`config.mk`:
```
export PLATFORM = sky130hd
export DESIGN_NAME = cpu_ctrl
export DESIGN_NICKNAME = d
export VERILOG_FILES = /design/src/rtl/cpu_pkg.sv /design/src/rtl/cpu_pc.sv /design/src/rtl/cpu_ctrl.sv
export SDC_FILE = /design/constraint.sdc
export NUM_CORES = 1
export LEC_CHECK = 0
export BUFFER_PORTS_ARGS = -buffer_cell sky130_fd_sc_hd__buf_2
export CAP_MARGIN = 20
export CORE_AREA = 3 3 67 69
export DETAILED_ROUTE_END_ITERATION = 7
export DIE_AREA = 0 0 70 72
export PLACE_DENSITY = 0.58
export SYNTH_ARGS = -nofsm -noshare
export SYNTH_HDL_FRONTEND = slang
export SYNTH_SLANG_ARGS = --single-unit
```
`constraint.sdc`:
```
create_clock -name clk -period 1.59 [get_ports clk]
set_clock_uncertainty 0.05 [all_clocks]
set_input_delay 0.0795 -clock clk [delete_from_list [all_inputs] [get_ports clk]]
set_output_delay 0.0795 -clock clk [all_outputs]
set_load 0.02 [all_outputs]
```
`src/rtl/cpu_pkg.sv`:
```
// rtl/cpu_pkg.sv - opcode constants, FSM state encoding and decode helper for cpu_ctrl
package cpu_pkg;

  // Sequencer states; the encoding is visible on the debug state port.
  typedef enum logic [2:0] {
    ST_FETCH  = 3'd0,
    ST_DECODE = 3'd1,
    ST_EXEC   = 3'd2,
    ST_WB     = 3'd3,
    ST_HALT   = 3'd4
  } state_t;

  localparam logic [3:0] OP_NOP    = 4'h0;
  localparam logic [3:0] OP_ALU_LO = 4'h1;
  localparam logic [3:0] OP_ALU_HI = 4'hC;
  localparam logic [3:0] OP_BZ     = 4'hD;
  localparam logic [3:0] OP_JMP    = 4'hE;
  localparam logic [3:0] OP_HALT   = 4'hF;

  // True for the opcodes the ALU executes and that write the register file.
  function automatic logic is_alu_op(input logic [3:0] op);
    return (op >= OP_ALU_LO) && (op <= OP_ALU_HI);
  endfunction

endpackage

```
`src/rtl/cpu_pc.sv`:
```
// rtl/cpu_pc.sv - program counter register with load and 8-bit wrapping increment
module cpu_pc #(
  parameter logic [7:0] PC_RESET = 8'h00
) (
  input  logic       clk,
  input  logic       rst_n,
  input  logic       i_load,
  input  logic       i_inc,
  input  logic [7:0] i_target,
  output logic [7:0] o_pc
);

  logic [7:0] r_pc;

  // Load has priority over increment; the increment wraps modulo 256 with no side effect.
  always_ff @(posedge clk or negedge rst_n) begin
    if (!rst_n) begin
      r_pc <= PC_RESET;
    end else if (i_load) begin
      r_pc <= i_target;
    end else if (i_inc) begin
      r_pc <= r_pc + 8'd1;
    end
  end

  assign o_pc = r_pc;

endmodule

```
`src/rtl/cpu_ctrl.sv`:
```
// rtl/cpu_ctrl.sv - fetch/decode/exec/writeback sequencer driving an external ALU and register file
module cpu_ctrl
  import cpu_pkg::*;
#(
  parameter logic [7:0] PC_RESET = 8'h00,
  parameter logic [3:0] HALT_OP  = 4'hF
) (
  input  logic        clk,
  input  logic        rst,
  output logic        imem_req,
  output logic [7:0]  imem_addr,
  input  logic        imem_ready,
  input  logic [11:0] imem_instr,
  output logic [3:0]  opcode,
  output logic [2:0]  dest,
  output logic [2:0]  src,
  input  logic [7:0]  alu_result,
  input  logic        alu_carry,
  output logic        rf_wen,
  output logic        zf,
  output logic        cf,
  output logic        halted,
  output logic [2:0]  state
);

  state_t      r_state;
  state_t      w_next_state;
  logic [11:0] r_ir;
  logic        r_zf;
  logic        r_cf;

  logic        w_ir_load;
  logic        w_flag_upd;
  logic        w_pc_load;
  logic        w_pc_inc;
  logic        w_rf_wen;
  logic        w_req;
  logic [7:0]  w_pc;
  logic [3:0]  w_op;
  logic        w_is_halt;
  logic        w_is_alu;

  // The IR only changes in FETCH, so these fields hold steady from DECODE through WB.
  assign w_op      = r_ir[11:8];
  assign w_is_halt = (w_op == HALT_OP);
  assign w_is_alu  = is_alu_op(w_op) && !w_is_halt;

  cpu_pc #(
    .PC_RESET (PC_RESET)
  ) u_pc (
    .clk      (clk),
    .rst_n    (rst),
    .i_load   (w_pc_load),
    .i_inc    (w_pc_inc),
    .i_target (r_ir[7:0]),
    .o_pc     (w_pc)
  );

  // State register; an asynchronous reset drops back to FETCH, aborting the instruction.
  always_ff @(posedge clk or negedge rst) begin
    if (!rst) begin
      r_state <= ST_FETCH;
    end else begin
      r_state <= w_next_state;
    end
  end

  // Instruction register, captured on the completing fetch cycle.
  always_ff @(posedge clk or negedge rst) begin
    if (!rst) begin
      r_ir <= 12'h000;
    end else if (w_ir_load) begin
      r_ir <= imem_instr;
    end
  end

  // Flags are written only at the end of EXEC of an ALU op; BZ reads the older value.
  always_ff @(posedge clk or negedge rst) begin
    if (!rst) begin
      r_zf <= 1'b0;
      r_cf <= 1'b0;
    end else if (w_flag_upd) begin
      r_zf <= (alu_result == 8'h00);
      r_cf <= alu_carry;
    end
  end

  // Next-state and per-state control strobes.
  always_comb begin
    w_next_state = r_state;
    w_ir_load    = 1'b0;
    w_flag_upd   = 1'b0;
    w_pc_load    = 1'b0;
    w_pc_inc     = 1'b0;
    w_rf_wen     = 1'b0;
    w_req        = 1'b0;
    case (r_state)
      ST_FETCH: begin
        w_req = 1'b1;
        if (imem_ready) begin
          w_ir_load    = 1'b1;
          w_next_state = ST_DECODE;
        end
      end
      ST_DECODE: begin
        w_next_state = ST_EXEC;
      end
      ST_EXEC: begin
        w_flag_upd   = w_is_alu;
        w_next_state = ST_WB;
      end
      ST_WB: begin
        if (w_is_halt) begin
          w_next_state = ST_HALT;
        end else begin
          w_next_state = ST_FETCH;
          if (w_is_alu) begin
            w_rf_wen = 1'b1;
            w_pc_inc = 1'b1;
          end else if (w_op == OP_JMP) begin
            w_pc_load = 1'b1;
          end else if (w_op == OP_BZ) begin
            w_pc_load = r_zf;
            w_pc_inc  = !r_zf;
          end else begin
            w_pc_inc = 1'b1;
          end
        end
      end
      ST_HALT: begin
        w_next_state = ST_HALT;
      end
      default: begin
        w_next_state = ST_FETCH;
      end
    endcase
  end

  // The fetch request is additionally gated by reset so nothing is requested while held.
  assign imem_req  = w_req & rst;
  assign imem_addr = w_pc;
  assign opcode    = w_op;
  assign dest      = r_ir[7:5];
  assign src       = r_ir[4:2];
  assign rf_wen    = w_rf_wen;
  assign zf        = r_zf;
  assign cf        = r_cf;
  assign halted    = (r_state == ST_HALT);
  assign state     = r_state;

endmodule

```
# Word-level counts from Yosys, hierarchy flattened
# Cells that the tools add are included.
# classes
add_sub_neg,1
magnitude_cmp,2
n_eq_ne,8
muxes,22
n_bitwise,1
reduce_logical,7
# op_table
cell,n
two-way mux 1 bit,17
two-way mux 8 bit,2
case mux 3 bit (5 select lines),1
"equality test 4 bit, second input constant",3
"adder 8 x 1 -> 8 bit, second input constant",1
zero test 8 bit,1
"equality test 3 x 2 -> 1 bit, second input constant",2
two-way mux 3 bit,2
"greater-or-equal comparator 4 x 1 -> 1 bit, second input constant",1
"less-or-equal comparator 4 bit, second input constant",1
"equality test 3 x 1 -> 1 bit, second input constant",1
"equality test 3 bit, second input constant",1
zero test 3 bit,1
logical AND 1 bit,2
zero test 1 bit,2
"!= test 2 bit, second input constant",1
nonzero test 2 bit,1
bitwise AND 1 bit,1
# word_totals
regBits,25
output_inout_bits,26
word_cells,46

# Longest topological paths before layout
# Gate-level depths: netlist of run 1.
# depth
ltp_word,8
ltp_mapped,6
depth_no_buf,5

# By module
# Synthesis of run 1 repeated with hierarchy kept, for this count alone.
# unflattened
hier_cells,118
area_unflattened_um2,1308.8
# modules_own_cells
module,n_inst,cells_each,area_each_um2,seq_area_each_um2
cpu_ctrl,1,69,858.3,425.4
cpu_pc,1,49,450.4,200.2

# Worst setup path before layout of run 1
# OpenSTA, ideal clock, no wires.
# synth_path
path_kind,register to register
from,"register r_state[1], in the netlist state[1]"
to,register r_ir[10]
t_arrival_ns,1.451
path_slack_ns,-0.038
stages_incl_launch_ff,5
n_path_buf,1
path_cell_list,dfrtp_1 > nor3_1 > and2_1 > buf_2 > mux2_1
# synth_via
elab_chain_len,2
# synth_lines
element,line_no,text
"start, declared",cpu_ctrl.sv:26,state_t r_state;
"start signal, assigned",cpu_ctrl.sv:64,r_state <= w_next_state;
zero test 3 bit,cpu_ctrl.sv:97,case (r_state)
two-way mux 1 bit,cpu_ctrl.sv:97,
"end signal, assigned",cpu_ctrl.sv:73,r_ir <= imem_instr;
"end, declared",cpu_ctrl.sv:28,logic [11:0] r_ir;
# Every way passes these cells.
# A chain may end at the register's enable or synchronous reset.

# Worst setup path in the final report of run 1
# layout_path
from,register r_ir[11]
to,output rf_wen
# layout_via
elab_chain_len,6
word_cells_on_any_way,9
classes_between,2 x order compare; 1 x eq/ne; 3 x mux; 3 x reduce/logical
# layout_lines
element,line_no,text
greater-or-equal comparator 4 x 1 -> 1 bit (tied with other cells),cpu_pkg.sv:22,return (op >= OP_ALU_LO) && (op <= OP_ALU_HI);
logical AND 1 bit or zero test 1 bit (tied branches),"cpu_pkg.sv:22, cpu_ctrl.sv:46",
logical AND 1 bit,cpu_ctrl.sv:46,assign w_is_alu = is_alu_op(w_op) && !w_is_halt;
two-way mux 1 bit,cpu_ctrl.sv:117,if (w_is_alu) begin
two-way mux 1 bit *,cpu_ctrl.sv:113,if (w_is_halt) begin
two-way mux 1 bit *,cpu_ctrl.sv:97,
"end, declared",cpu_ctrl.sv:19,"output logic rf_wen,"
# Every way passes the cells marked *; elsewhere a longest branch is shown, timed or not.

==> results of run 1 <==
-- timing repair --
action | CTS | global route
pin swaps | 3 | 2
hold buffers | 15 | 0
buffers inserted | 2 | 2
setup endpoints to repair | 2 | 9
hold endpoints to repair | 39 | 0
gates resized for setup | 4 | 5
-- through the flow --
step / power [mW] / area (µm²) / utilization / cells
6_report: 3.674 / 1929 / 0.4858 / 247
3_3_place_gp: 3.114 / 1675 / 0.4219 / 224
4_1_cts: 3.650 / 1899 / 0.4783 / 245
2_1_floorplan: 2.607 / 1371 / - / 128
3_5_place_dp: 3.156 / 1675 / 0.4219 / 224
5_1_grt: 3.979 / 1929 / 0.4858 / 247
-- worst register-to-register path, cell delays in order (launching register included) --
cell     delay [ns]
dfrtp_1        0.40
buf_4          0.15
and3b_4        0.31
or2_4          0.13
mux2_4         0.30
a22oi_2        0.16
-- worst max-delay path by stage --
| stage | from | end | slack (ns) | cells after the start |
|---|---|---|---|---|
| 6_report | r_ir[11] | rf_wen | -0.03 | 4 |
| 5_1_grt | r_ir[11] | rf_wen | -0.09 | 4 |
| 4_1_cts | r_ir[9] | rf_wen | -0.03 | 4 |
| 3_5_place_dp | r_ir[9] | cf | -0.02 | 3 |
| 3_3_place_gp | r_ir[9] | cf | 0.01 | 3 |
| 2_1_floorplan | r_ir[9] | cf | 0.02 | 3 |
-- cell families after synthesis --
| group | Yosys count | share of synthesized area |
|---|---|---|
| xor+xnor | 1 | 0.006406 |
| simple gates | 40 | 0.1583 |
| flops | 25 | 0.4575 |
| mux | 21 | 0.1693 |
| buf+inv | 18 | 0.07776 |
| fa+ha+maj | 1 | 0.009148 |
| compound gates | 22 | 0.1217 |
-- flip-flops by register name (all words and copies together) (netlist names) --
| name | count |
|---|---|
| cf | 1 |
| r_ir | 12 |
| state | 3 |
| u_pc.o_pc | 8 |
| zf | 1 |
-- cell usage in the layout (no fill, tap or decap), drive strengths merged, types with 2 or more instances in the layout --
cell / synthesis / final
buf: 12 / 66
dfrtp: 25 / 25
dlygate4sd3: 0 / 15
mux2: 14 / 14
nand2: 9 / 9
mux2i: 7 / 7
nor2: 7 / 7
o21ai: 6 / 6
a21oi: 5 / 5
and2: 4 / 4
nand3: 4 / 4
a2bb2oi: 4 / 4
clkbuf: 4 / 3
and3: 2 / 2
nand4: 2 / 2
o21a: 2 / 2
inv: 2 / 2
nor4: 2 / 2
nor2b: 2 / 2
nand2b: 2 / 2
a22oi: 2 / 2
-- routing by layer --
metal / up-vias / share of wire
li1: 579 / -
met1: 558 / 0.44
met2: 34 / 0.49
met3: 2 / 0.059
met4: 0 / 0.0063
met5: - / 0
-- power by group through the flow --
stage | combinational (mW) | sequential [mW] | clock [mW]
after global routing | 2.34 | 1.21 | 0.428
after detailed placement | 1.97 | 1.19 | 0
after global placement | 1.94 | 1.18 | 0
after CTS | 2.09 | 1.16 | 0.396
final | 2.13 | 1.16 | 0.383
after floorplan | 1.23 | 1.38 | 0
-- area by class of cell --
class,instances,area share
Multi-Input combinational cell,85,0.3411
Sequential cell,25,0.3249
Timing Repair Buffer,81,0.2724
Tap cell,50,0.03243
Clock buffer,3,0.02140
Clock inverter,1,0.003891
Inverter,2,0.003891
==> metrics.txt, run 1 <==
nets@finish=223; net switching power=1.573 mW; Arrival @ worst endpoint=1.49 ns; syn nets=153; Placement Setup Slack=-0.01896 ns; worst vdd ir=0.001019 V; delay-heaviest family, CP=simple AND/OR/NAND/NOR gates; largest net degree at the start of global routing=26; period utilization=1.018; CP Launch Type=register; Max Fclk=0.6181 GHz; starting density of the core=0.3444; RSZ-0062 raised after global routing=yes; CTS root buf=clkbuf_8; combinational power share=0.579; Synth Flop Type=dfrtp_1; Clk Latency, worst-skew pair=0.26 ns; Sw Ratio=0.4281; DPL Wire Length=2399 µm; Worst setup EP type=output port; top-area cell type share of the netlist area=0.4575; die width=70 µm; number of synthesized flops with an enable pin=0; CTS tree=done; Final setup viols=1; Req. time, crit path=1.46 ns; GR Util All Layers=0.1354; WP buf/inv=1; GR Util met3=0.03186; Hold Vio Cnt, Final=0; worst hold stages=4; Mean Syn Cell Area=10.68 µm²; vias in the first global route=1267; flop-to-flop setup slack=0.02 ns; Clock transition at path regs=0.09 ns; slew margin rel.=0.7817; vias per cell=4.749; first-pass GRT wire length=5671 µm; final worst setup slack=-0.02799 ns; Hold Path Origin=alu_result[6]; Netlist Area Pre-Place=1368 µm²; gr busiest metal=met2; multi-input logic area=658.1 µm²; async set-reset flop share out of synthesis=1.000; Top Ports=50; crit-path max FO=2; via count=1173; synth unique cells=37; port bufs=49; Worst Hold Class=in2reg; site row count=23; final hold slack=0.01472 ns; met2 Resource Use GR=0.2382; initial antenna violation count=0; Synth area leader=dfrtp_1; Critical R2R Capture=u_pc.o_pc[2]; Seq. cell area=626.9 µm²; Max H-tree Level=1; drt pass-1 iters=4; die area=5040 µm²; Flop pwr share=0.317; YS warnings=0; Setup TNS=-0.02799 ns; Worst Max-Slew Pin Slew=0.3274 ns; FF-to-FF path depth=5; drc violations=0; clk sinks=25; Area growth syn-to-layout=41.08%; most instantiated cells after synthesis=25 x dfrtp_1, 13 x mux2_1, 10 x buf_4, 9 x nand2_1; worst path cell trace=or4_4 -> o21ai_2 -> nor2_1 -> buf_4; failing checks=setup timing; Pleak=0.9305 nW; R2R Path Start=r_ir[9]; Tmin final=1.618 ns; FF+latch count, synth=25; internal power=2.101 mW; drt wl/cell=12.86 µm; power share of the clock group=0.104; Antenna diodes=0; FILL cells=376; critical path class=reg2out; met1 usage=0.1718; layout cells sized above 1=0.4264; DR iter-0 viols=18; register area share after synthesis=0.4575; Final Slew Violations=0; Hold EP=zf; gpl congestion=0.7579; Die Ht=72 µm; Num CTS Buffers=3; worst stage delay on the critical path=0.55 ns; CTS Buffer Depth=2; pwr dens=1904 nW/µm²; Max-Cap Viols=0; most common cell in the synthesized netlist=dfrtp_1; antenna-violating nets left=0; Post-Syn Instances=128; CP max stage cell=or4_4; status=finished, violations left; Core Footprint=3971 µm²; grt total ovfl=0; Synth area leaders=dfrtp_1 46%, mux2_1 11%, buf_4 5.5%; routed wire length=3176 µm
Note: power is estimated with default switching activity, not from simulation.
==> run 2, diff against run 1 <==
Settings changed: SETUP_SLACK_MARGIN from default to 0.02.
==> run 2 against run 1 <==
  * The run still ends with setup timing left
  * Via count increased by 2.4%
  * Sequential power up 3%
  * Routed wire length up 3.4%
  * Power increased by 0.24%
  * First-iteration DRC count grew 130%
  * Core utilization fell by 0.38 points
  * Critical path depth is the same
  * Critical endpoint unchanged
  * Largest power group unchanged
==> metrics.txt, run 2 (synthesis gave the netlist of run 1 again) <==
gr busiest metal=met2; Final setup viols=2 (+1); starting density of the core=0.3444 (unchanged); CP Launch Type=register; DPL Wire Length=2365 µm (-1.4%); Antenna diodes=0 (unchanged); Max H-tree Level=1 (unchanged); initial antenna violation count=0 (unchanged); vias in the first global route=1225 (-3.3%); Worst setup EP type=output port; commonest non-fill, non-tap cell in the layout=buf_2; Critical R2R Capture=u_pc.o_pc[2]; nets@finish=219 (-1.8%); Top Ports=50 (unchanged); worst setup path endpoint=rf_wen; failing checks=setup timing; Setup TNS=-0.03676 ns (-0.008767 ns); Critical Path Start=r_ir[11]; Hold Vio Cnt, Final=0 (unchanged); critical path class=reg2out; WP buf/inv=1 (unchanged); pwr dens=1924 nW/µm² (+1.0%); final hold slack=0.004283 ns (-0.01043 ns); routed wire length=3284 µm (+3.4%); antenna-violating nets left=0 (unchanged); Die Ht=72 µm (unchanged); drt wl/cell=13.51 µm (+5.1%); via count=1201 (+2.4%); die area=5040 µm² (unchanged); GR Util met3=0.02770 (-0.004155); port bufs=49 (unchanged); Hold Path Origin=alu_result[2]; met1 usage=0.1754 (+0.003640); drt pass-1 iters=4 (unchanged); vias per cell=4.942 (+4.1%); max FFs per register=12 (unchanged); R2R Path Start=r_ir[9]; CTS Buffer Depth=2 (unchanged); largest net degree at the start of global routing=26 (unchanged); CTS root buf=clkbuf_8; Arrival @ worst endpoint=1.48 ns (about the same); met2 Resource Use GR=0.2298 (-0.008395); FF-to-FF path depth=5 (unchanged); GR Util All Layers=0.1372 (+0.001810); Max Fclk=0.6202 GHz (+0.34%); Seq. cell area=626.9 µm² (unchanged); slew margin rel.=0.7816 (about the same); worst stage delay on the critical path=0.55 ns (about the same); crit-path max FO=2 (unchanged); worst path cell trace=or4_4 -> o21ai_2 -> nor2_1 -> buf_4; Num CTS Buffers=3 (unchanged); Worst Max-Slew Pin Slew=0.3276 ns (+0.0001457 ns); CP max stage cell=or4_4; Area growth syn-to-layout=39.98%; gpl congestion=0.7793 (+2.8%); Clk Latency, worst-skew pair=0.28 ns (+0.02 ns); flop-to-flop setup slack=-0.01 ns (-0.03 ns); Worst Hold Class=in2reg; worst vdd ir=0.0008624 V (-15%); most frequent cells in the layout=48 x buf_2, 24 x dfrtp_1, 15 x dlygate4sd3_1, 12 x mux2_1, 12 x buf_4; DR iter-0 viols=41 (+23); first-pass GRT wire length=5582 µm (-1.6%); CTS tree=done; site row count=23 (unchanged); die width=70 µm (unchanged); Req. time, crit path=1.46 ns (about the same); grt total ovfl=0 (unchanged); period utilization=1.014 (-0.003447); status=finished, violations left; drc violations=0 (unchanged); delay-heaviest family, CP=simple AND/OR/NAND/NOR gates; Crit path depth=4 (unchanged); multi-input logic area=668.1 µm² (+1.5%); FILL cells=378 (+0.53%); Max-Cap Viols=0 (unchanged); Core Footprint=3971 µm² (unchanged); Clock transition at path regs=0.09 ns (about the same); final worst setup slack=-0.02251 ns (+0.005481 ns); Tmin final=1.613 ns (-0.005481 ns); clk sinks=25 (unchanged); Final Slew Violations=0 (unchanged); Pleak=0.9137 nW (-1.8%); layout cells sized above 1=0.4145 (-0.01189); RSZ-0062 raised after global routing=yes; Biggest register=r_ir
## run 2: changes by cell type in the layout (fill, tap and decap cells not counted), sizes merged
cell / delta
buf: -5
o21ai: +1
## run 2: where the power goes
part / internal [mW] / total [mW] / switching [mW] / leakage, nW
Sequential: 0.941 / 1.20 / 0.258 / 0.300
Clock: 0.178 / 0.393 / 0.215 / 0.0217
Combinational: 0.958 / 2.09 / 1.13 / 0.592
Total: 2.08 / 3.68 / 1.60 / 0.914
## run 2: area by class of cell
| type | count | share of cell area |
|---|---|---|
| multi-input cells | 86 | 0.3490 |
| well taps | 50 | 0.03268 |
| clock buffers | 3 | 0.02157 |
| inverters | 2 | 0.003922 |
| flip-flops and latches | 25 | 0.3275 |
| clock inverters | 1 | 0.003922 |
| repair buffers | 76 | 0.2614 |
## run 2: worst reg2reg max path, cell delays in order, from the launching register on
cell and delay (ns):
dfrtp_1 0.41, buf_4 0.16, and3b_4 0.34, or2_4 0.14, mux2_4 0.29, a22oi_2 0.16
## run 2: metal layers
layer	vias up	part of all wire
met1	575	0.43
li1	573	-
met2	45	0.49
met5	-	0
met4	0	0.020
met3	8	0.065
## run 2: stage by stage
stage / util / setup slack, ns / power (mW) / cell area (µm²) / std cells
finish: 0.4820 / -0.02251 / 3.683 / 1914 / 243
global route: 0.4820 / -0.1024 / 3.970 / 1914 / 243
CTS: 0.4745 / -0.03223 / 3.635 / 1884 / 241
detailed placement: 0.4165 / -0.001181 / 3.121 / 1654 / 219
global placement: 0.4165 / 0.02179 / 3.065 / 1654 / 219
floorplan: - / 0.03065 / 2.617 / 1375 / 128
## run 2: how the worst min path moves through the flow
stage | slack, ns | end | cells after the start
floorplan | -0.27 | cf | 0
detailed placement | 0.10 | u_pc.o_pc[1] | 2
global placement | 0.10 | u_pc.o_pc[1] | 2
global route | 0.02 | zf | 4
CTS | 0.001 | zf | 4
finish | 0.004 | zf | 4
## run 2: what timing repair did
action,CTS,global route
setup endpoints to repair,2,10
pin swaps,4,2
hold buffers,15,0
resized for setup,4,4
buffers inserted,3,1
cloned,0,1
hold endpoints to repair,39,0
==> run 3, diff against run 2 <==
Settings changed: ABC_AREA from default to 1, CORE_AREA 3 3 67 69 to 3 3 69 71, DIE_AREA 0 0 70 72 to 0 0 72 74, PLACE_DENSITY 0.58 to 0.56.
==> run 3 against run 2 <==
  * The flow now finishes without violations
  * Die area increased by 5.7%
  * Clock power fell by 3%
  * Register-to-register slack improved by 0.14 ns
  * Non-clock buffer count down 9
  * Sequential power barely moved
  * Critical path depth increased by 1
  * Final area fell by 1.9%
  * Maximum frequency increased by 6.2%
  * Sequential share of layout area is 0.70 points higher
  * Setup slack better by 0.094 ns
  * Combinational power shrank 4%
  * Critical path type unchanged
==> metrics.txt, run 3 <==
status=finished clean; syn nets=199 (+30%); layout cells sized above 1=0.3547 (-0.05981); Worst Max-Slew Pin Slew=0.3339 ns (+0.006331 ns); period utilization=0.9548 (-0.05935); DPL Wire Length=2484 µm (+5.0%); gr busiest metal=met2; Top Ports=50 (unchanged); synth unique cells=23 (-38%); antenna-violating nets left=0 (unchanged); post-synthesis adder-cell area fraction=0.008718 (-0.0004307); Core Footprint=4294 µm² (+8.1%); Area growth syn-to-layout=30.86%; FF+latch count, synth=25 (unchanged); Biggest register=r_ir; die area=5328 µm² (+5.7%); vias per cell=4.437 (-10%); CTS tree=done; worst stage delay on the critical path=0.42 ns (-0.13 ns); worst vdd ir=0.0008136 V (-5.7%); Simple-Gate Fraction of Synth Area=0.3060 (+0.1477); via count=1269 (+5.7%); nets@finish=260 (+19%); register area share after synthesis=0.4359 (-0.02154); Max Fclk=0.6587 GHz (+6.2%); async set-reset flop share out of synthesis=1.000 (unchanged); CP max stage cell=dfrtp_2; Arrival @ worst endpoint=1.39 ns (-0.09 ns); CTS root buf=clkbuf_8; most frequent cells in the layout=48 x buf_2, 43 x nand2_1, 23 x inv_1, 23 x dfrtp_1, 21 x nor2_1; die width=72 µm (+2.9%); first-pass GRT wire length=5554 µm (-0.50%); most instantiated cells after synthesis=43 x nand2_1, 25 x dfrtp_1, 23 x inv_1, 23 x nor2_1, 11 x nand3_1; largest family of logic cells by synthesized area=simple AND/OR/NAND/NOR gates; drt wl/cell=11.84 µm (-12%); final hold slack=0.0008646 ns (-0.003419 ns); FILL cells=460 (+22%); Post-Syn Instances=174 (+36%); port bufs=49 (unchanged); Final setup viols=0 (-2); Pleak=1.020 nW (+12%); Compound-Gate Fraction of Synth Area=0.04272 (-0.07896); Antenna diodes=0 (unchanged); Max H-tree Level=1 (unchanged); YS warnings=0 (unchanged); gpl congestion=0.7858 (+0.83%); clk sinks=25 (unchanged); routed wire length=3385 µm (+3.1%); xor/xnor share of the synthesized area=0.01221 (+0.005801); Worst Hold Class=in2reg; Tmin final=1.518 ns (-0.09437 ns); most common cell in the synthesized netlist=nand2_1; met2 Resource Use GR=0.2071 (-0.02266); largest net degree at the start of global routing=26 (unchanged); Clk Latency, worst-skew pair=0.27 ns (about the same); grt total ovfl=0 (unchanged); GR Util met3=0.02838 (+0.0006775); GR Util All Layers=0.1320 (-0.005212); Netlist Area Pre-Place=1435 µm² (+4.9%); Max-Cap Viols=0 (unchanged); initial antenna violation count=0 (unchanged); pwr dens=1919 nW/µm² (-0.26%); vias in the first global route=1172 (-4.3%); CP Launch Type=register; Worst setup EP type=output port; multiplexer area fraction after synthesis=0.06800 (-0.1013); critical path class=reg2out; site row count=24 (+4.3%); drc violations=0 (unchanged); crit-path max FO=5 (+3); Hold Vio Cnt, Final=0 (unchanged); starting density of the core=0.3342 (-0.01015); slew margin rel.=0.7774 (-0.004220); Clock transition at path regs=0.09 ns (about the same); Synth area leaders=dfrtp_1 44%, nand2_1 11%, inv_1 6.0%; drt pass-1 iters=4 (unchanged); number of synthesized flops with an enable pin=0 (unchanged); Num CTS Buffers=3 (unchanged); top-area cell type share of the netlist area=0.4359 (-0.02154); Die Ht=74 µm (+2.8%); DR iter-0 viols=92 (+120%); Synth area leader=dfrtp_1; Setup TNS=0 ns (+0.03676 ns); Synth Flop Type=dfrtp_1; Final Slew Violations=0 (unchanged); met1 usage=0.1874 (+0.01205); commonest non-fill, non-tap cell in the layout=buf_2; CTS Buffer Depth=2 (unchanged); RSZ-0062 raised after global routing=no; multi-input logic area=638.1 µm² (-4.5%); worst path cell trace=nand2_2 -> nor2_4 -> inv_1 -> nor2_2 -> buf_4; Mean Syn Cell Area=8.248 µm² (-23%); Req. time, crit path=1.46 ns (about the same); max FFs per register=12 (unchanged); Seq. cell area=628.1 µm² (+0.20%)
## run 3: cell count changes in the layout (fill, tap and decap cells not counted), sizes merged, moves of 3 or more
cell / change
nand3: +9
nor2: +20
a2bb2oi: -4
inv: +21
nand2: +36
dlygate4sd3: -6
buf: -3
mux2i: -7
and2: -4
mux2: -6
## run 3: logic make-up (layout without fill, tap and decap cells)
kind of cell | Yosys count | in the layout
AO/OA/AOI/OAI | 12 | 12
XOR/XNOR | 2 | 2
adder cells (fa/ha/maj) | 1 | 1
buffers and inverters | 35 | 95
flip-flops | 25 | 25
multiplexers | 8 | 8
AND/OR/NAND/NOR | 91 | 91
## run 3: per-stage QoR
stage / area (µm²) / std cells / setup slack [ns] / utilization / power (mW)
after floorplan: 1435 / 174 / 0.1842 / - / 2.667
after global placement: 1667 / 265 / 0.2276 / 0.3881 / 3.026
after detailed placement: 1667 / 265 / 0.2175 / 0.3881 / 3.040
after CTS: 1807 / 278 / 0.02912 / 0.4207 / 3.458
after global routing: 1878 / 286 / 0.008422 / 0.4374 / 3.921
final: 1878 / 286 / 0.07186 / 0.4374 / 3.603
## run 3: power by group
group	internal, mW	switching [mW]
clock network	0.175	0.207
logic	0.804	1.20
registers	0.931	0.284
total	1.91	1.69
## run 3: timing repair
item	in CTS	in global routing
setup buffers	0	8
hold buffers	9	0
hold endpoints to repair	33	0
endpoints found under the setup margin	1	1
gates resized for setup	2	4
pin swaps	0	2
## run 3: path summary, 6_finish.rpt
| kind | from | to | slack (ns) | depth (start not counted) |
|---|---|---|---|---|
| worst max-delay path | state[0] | rf_wen | 0.07 | 5 |
| worst min-delay path | imem_instr[5] | r_ir[5] | 0.0009 | 2 |
| worst max register to register | state[1] | r_ir[10] | 0.13 | 4 |
| worst min register to register | r_ir[0] | u_pc.o_pc[0] | 0.45 | 2 |
| max in group asynchronous | rst | state[1] | 0.88 | 3 |
| min in group asynchronous | rst | r_ir[7] | 0.33 | 3 |
## run 3: metal layers
metal / vias to the layer above / part of all wire / wire [µm]
met5: - / 0 / 0
met4: 0 / 0.0062 / 21
met3: 2 / 0.055 / 185
met2: 35 / 0.48 / 1615
met1: 576 / 0.46 / 1563
li1: 656 / - / -
## run 3: final cells by class
class,instances,area share
Clock buffer,3,0.02199
Clock inverter,1,0.002665
Inverter,24,0.05063
Multi-Input combinational cell,114,0.3398
Sequential cell,25,0.3344
Tap cell,52,0.03464
Timing Repair Buffer,67,0.2159
## run 3: critical path: cells and delay by family, from the launching register on
family	cells	cell delay, ns
flops	1	0.42
simple gates	3	0.45
buf+inv	2	0.26
